--- src/rtl/moore_seq_detector.sv ---
// Serial Moore detector for a runtime-loadable PAT_W-bit pattern, with a saturating match counter.
// Latency: one edge; state and match show the result of the bit sampled on that same edge.
// No backpressure: a bit is consumed on every edge with en=1, and all registers hold when en=0.
module moore_seq_detector #(
    parameter int               PAT_W   = 4,
    parameter int               CNT_W   = 8,
    parameter logic [PAT_W-1:0] PAT_RST = PAT_W'(4'b1011),
    localparam int              SW      = $clog2(PAT_W + 1)
) (
    input  logic             clk,
    input  logic             rst,
    input  logic             en,
    input  logic             x,
    input  logic             overlap,
    input  logic             load,
    input  logic [PAT_W-1:0] pat_in,
    input  logic             clr_cnt,
    output logic [SW-1:0]    state,
    output logic             match,
    output logic [CNT_W-1:0] match_cnt
);

    // Active pattern. pat[PAT_W-1] is the first bit expected on the wire.
    logic [PAT_W-1:0] pat;

    // Matched-prefix length the transition starts from.
    logic [SW-1:0]    base;

    // Zero-extended pattern, used so prefix and suffix slices share one width.
    logic [PAT_W:0]   pat_ext;

    // prefix_base followed by x, right-aligned (the LSB is x).
    logic [PAT_W:0]   s_vec;

    // hit[j]: the top j pattern bits equal the last j bits of s_vec.
    logic [PAT_W:1]   hit;

    logic [SW-1:0]    nxt;
    logic             nxt_full;
    logic             cnt_sat;

    // Non-overlapping mode restarts from the empty prefix once a full match has been reported.
    always_comb begin
        base = state;
        if (state == SW'(PAT_W) && !overlap) begin
            base = '0;
        end
    end

    // Build s = prefix_base followed by x. prefix_base is the top "base" bits of the pattern.
    always_comb begin
        pat_ext = {1'b0, pat};
        s_vec   = ((pat_ext >> (SW'(PAT_W) - base)) << 1) | (PAT_W + 1)'(x);
    end

    // Evaluate every candidate length in parallel.
    // A candidate is only legal if s is at least j bits long (j <= base+1).
    always_comb begin
        hit = '0;
        for (int j = 1; j <= PAT_W; j++) begin
            hit[j] = (int'(base) >= j - 1) &&
                     ((s_vec & (((PAT_W + 1)'(1) << j) - (PAT_W + 1)'(1))) ==
                      (pat_ext >> (PAT_W - j)));
        end
    end

    // Pick the longest matching candidate, or 0 if none matches.
    always_comb begin
        nxt = '0;
        for (int j = 1; j <= PAT_W; j++) begin
            if (hit[j]) begin
                nxt = SW'(j);
            end
        end
    end

    assign nxt_full = (nxt == SW'(PAT_W));
    assign cnt_sat  = &match_cnt;

    // Register update, in priority order: reset, pattern load, counter clear, enabled sample.
    always_ff @(posedge clk or posedge rst) begin
        if (rst) begin
            pat       <= PAT_RST;
            state     <= '0;
            match     <= 1'b0;
            match_cnt <= '0;
        end else if (load) begin
            // The sample on a load edge is dropped and any partial match is aborted.
            pat   <= pat_in;
            state <= '0;
            match <= 1'b0;
            if (clr_cnt) begin
                match_cnt <= '0;
            end
        end else begin
            if (en) begin
                state <= nxt;
                match <= nxt_full;
            end
            // A clear wins over an increment on the same edge.
            if (clr_cnt) begin
                match_cnt <= '0;
            end else if (en && nxt_full && !cnt_sat) begin
                match_cnt <= match_cnt + CNT_W'(1);
            end
        end
    end

endmodule

--- config.mk ---
export PLATFORM = sky130hd
export DESIGN_NAME = moore_seq_detector
export DESIGN_NICKNAME = d
export VERILOG_FILES = /design/src/rtl/moore_seq_detector.sv
export SDC_FILE = /design/constraint.sdc
export NUM_CORES = 1
export LEC_CHECK = 0
export CORE_MARGIN = 4
export CORE_UTILIZATION = 51
export DETAILED_ROUTE_END_ITERATION = 8
export HOLD_SLACK_MARGIN = 0.12
export PLACE_DENSITY_LB_ADDON = 0.05
export SLEW_MARGIN = 20
export SYNTH_ARGS = -nofsm -noshare
export SYNTH_HDL_FRONTEND = slang
export SYNTH_SLANG_ARGS = --single-unit
--- constraint.sdc ---
create_clock -name clk -period 7.49 [get_ports clk]
set_input_delay 0.749 -clock clk [delete_from_list [all_inputs] [get_ports clk]]
set_output_delay 0.749 -clock clk [all_outputs]
set_load 0.05 [all_outputs]
==> metrics <==
CTS Buffer Depth 2; share of cells above drive strength 1 7.56%; slew of the pin with the lowest slew margin around 680 ps; WL met2 1640 µm; Critical Path Sink Type flip-flop; relative slew slack between 50 and 60%; total global routing overflow 0; Setup CP Type reg2reg; Final setup violation count 0; Worst-path clk slew about 90 ps; cell internal pwr about 0.14 mW; DP Wirelength ~2400 µm; core area around 2500 µm²; DR vias/cell around 6.4; GP Congestion approximately 0.86; Worst Hold Class reg2reg; TritonCTS sink count 16; initial antenna violation count 0; Routed wire per std cell 16.0 µm; # IOs 23; Std-Cell Rows 18; Synth top area share around 25%; Synth Cell Area 1300 µm²; Crit path largest cell delay approximately 610 ps; startpoint types flip-flop; CP Data Arrival Time about 3100 ps; Final Routed Wirelength roughly 3200 µm; Highest Signal Layer met4; first-pass GRT wire length around 5500 µm; Sum Neg Setup Slack 0 ps; Tmin final between 2000 and 3000 ps; Pwr Density 134 nW/µm²; TritonCTS clock tree done; Final #Nets around 190; final hold vios 0; Logic pwr share 24.3%; Ys Warns 0; switch share a little under a third; Antenna diodes 0; Starting Density 53.0%; CTS root buf clkbuf_4; die width between 50 and 60 µm; Die Height slightly below 60 µm; number of port buffers 22; CTS hold repair buffers 0; sequential share of power between 40% and 50%; cell taking the most area after synthesis dfrtp_1; highest clock rate around 340 MHz; area of the die approximately 3400 µm²; share of power burned in the clock network around 28%; CTS resizes 0; Met1 Wirelength about 1400 µm; count of different cell masters after synthesis 50; Async S/R FF share, synth between 90% and 100%; Top delay family on crit path compound AO/OA/AOI/OAI gates; vias in the first global route approximately 1.2k; maximum VDD drop roughly 0.00014 V; largest net degree at the start of global routing 20; Yosys reg bits 16; EDFF count, synth 0; Syn Inst Count around 160; starting DRC count in detailed routing 81; worst path required time ~7700 ps; RSZ-0062 raised after global routing no; skew final 12.3 ps; DR DRC count 0; status complete, no violations; Period Utilization, post-route just under 40%; Buf/Inv on CP 1; Routed Antenna Nets 0; 1st-pass router iterations 4; prevailing post-synth register cell dfrtp_1; max-slew violations 0; Worst Path Max Fanout 13; Via Count 1291; Tot GR Track Use between 20% and 30%; WHS roughly 540 ps; CTS buffer count 3; post-synthesis sequential area ratio 31.1%; Detail Route met3 WL 111 µm; max-cap violations 0; switching pwr ~0.064 mW; Slowest cell on crit path or4_1; worst skew pair latency roughly 290 ps; Net Count, Synth about 170; Synth Area per Inst 8.29 µm²; CP cell instances inv_1, ha_1, mux2i_1, a21boi_1, or4_1, a311oi_2, o32ai_1, a32o_1; post-CTS setup buffer count 0; top post-synthesis cells by area dfrtp_1 (25%), dfstp_2 (6.1%), ha_1 (4.8%); Pleak about 0.60 nW; H-tree Lvls 1; Area Overhead vs Synth 18.6%
[per-stage QoR]
stage | power (mW) | cell area (µm²) | util, % | worst slack, ps | std cells
after CTS | 0.208 | 1540 | 62.8 | 4550 | 202
after floorplan | 0.135 | 1300 | - | 4490 | 157
final | 0.206 | 1540 | 62.8 | 4540 | 202
after detailed placement | 0.149 | 1510 | 61.4 | 4460 | 198
after global routing | 0.218 | 1540 | 62.8 | 4320 | 202
after global placement | 0.147 | 1510 | 61.4 | 4520 | 198
[sequential cells by signal, summed over array words and instances (netlist names)]
signal,cells
pat,4
state,3
match,1
match_cnt,8
[layout make-up]
type,count,area (µm²)
clock buffers,4,36.3
multi-input cells,122,815
well taps,30,37.5
inverters,8,30.0
fillers,229,912
repair buffers,22,220
flip-flops and latches,16,404
[power by group through the flow]
stage               Combinational, mW  Clock [mW]  Sequential (mW)
floorplan                      0.0400           0           0.0954
global placement               0.0481           0           0.0991
detailed placement             0.0494           0           0.0994
CTS                            0.0499      0.0599           0.0977
global route                   0.0550      0.0647           0.0988
finish                         0.0500      0.0582           0.0978
[placed cells by master (no fill, tap or decap), types with 2 or more instances in the layout]
cell	count
and3_1	5
o211ai_1	4
mux2_2	2
nand2_1	12
a211oi_1	2
inv_1	8
or2_2	3
a21boi_1	2
xnor2_1	3
nand3_1	4
nor3_1	7
dfstp_2	3
clkdlybuf4s50_1	22
a21oi_1	6
o21ai_0	12
nand4b_1	3
dfrtp_1	13
nand2b_1	3
o21a_1	2
a31oi_1	5
nor2_1	11
or3_1	2
ha_1	5
clkbuf_4	3
a311oi_1	2
o211a_1	2
a32o_1	2
mux2i_1	3
[cells in the mapped netlist (all sizes together) (2+ instances only)]
cell     count
mux2i        3
xnor2        3
o21a         2
mux2         2
nand4b       3
a31oi        5
clkbuf       6
a21oi        6
dfrtp       13
o211a        2
ha           5
nand3        4
a211oi       2
buf          5
a311oi       3
nor3         7
inv          8
o21ai       13
nand2       12
a32o         2
nand2b       3
a21boi       2
dfstp        3
o211ai       4
and3         5
or2          3
a2111oi      2
nor2        11
or3          2
[worst paths after layout]
kind                       startpoint            to  slack (ps)  depth (start not counted)
setup / recovery             state[0]      state[1]        4540                          8
hold / removal                  match         match         540                          2
setup reg to reg             state[0]      state[1]        4540                          8
hold reg to reg                 match         match         540                          2
max in group asynchronous         rst  match_cnt[6]        6240                          2
min in group asynchronous         rst  match_cnt[3]         830                          2
[worst min-delay path, cell delays in order, from the launching register on]
cell,delay [ps]
dfrtp_1,380
nand2_1,60
a21oi_1,60
[metal layers]
| layer | up-vias | global-route usage, % |
|---|---|---|
| met5 | - | 0 |
| met4 | 0 | 8.61 |
| met2 | 40 | 34.8 |
| li1 | 623 | - |
| met3 | 6 | 2.85 |
| met1 | 622 | 26.0 |
[cell families after synthesis]
kind of cell,count (synthesis),synth area share [%]
and+or+nand+nor,57,23.1
AOI/OAI and AO/OA,51,28.0
buffers and inverters,19,6.35
DFF,16,31.1
muxes,5,4.04
adders and majority gates,5,4.81
xor gates and xnor gates,4,2.69
(Power assumes the default switching activity.)
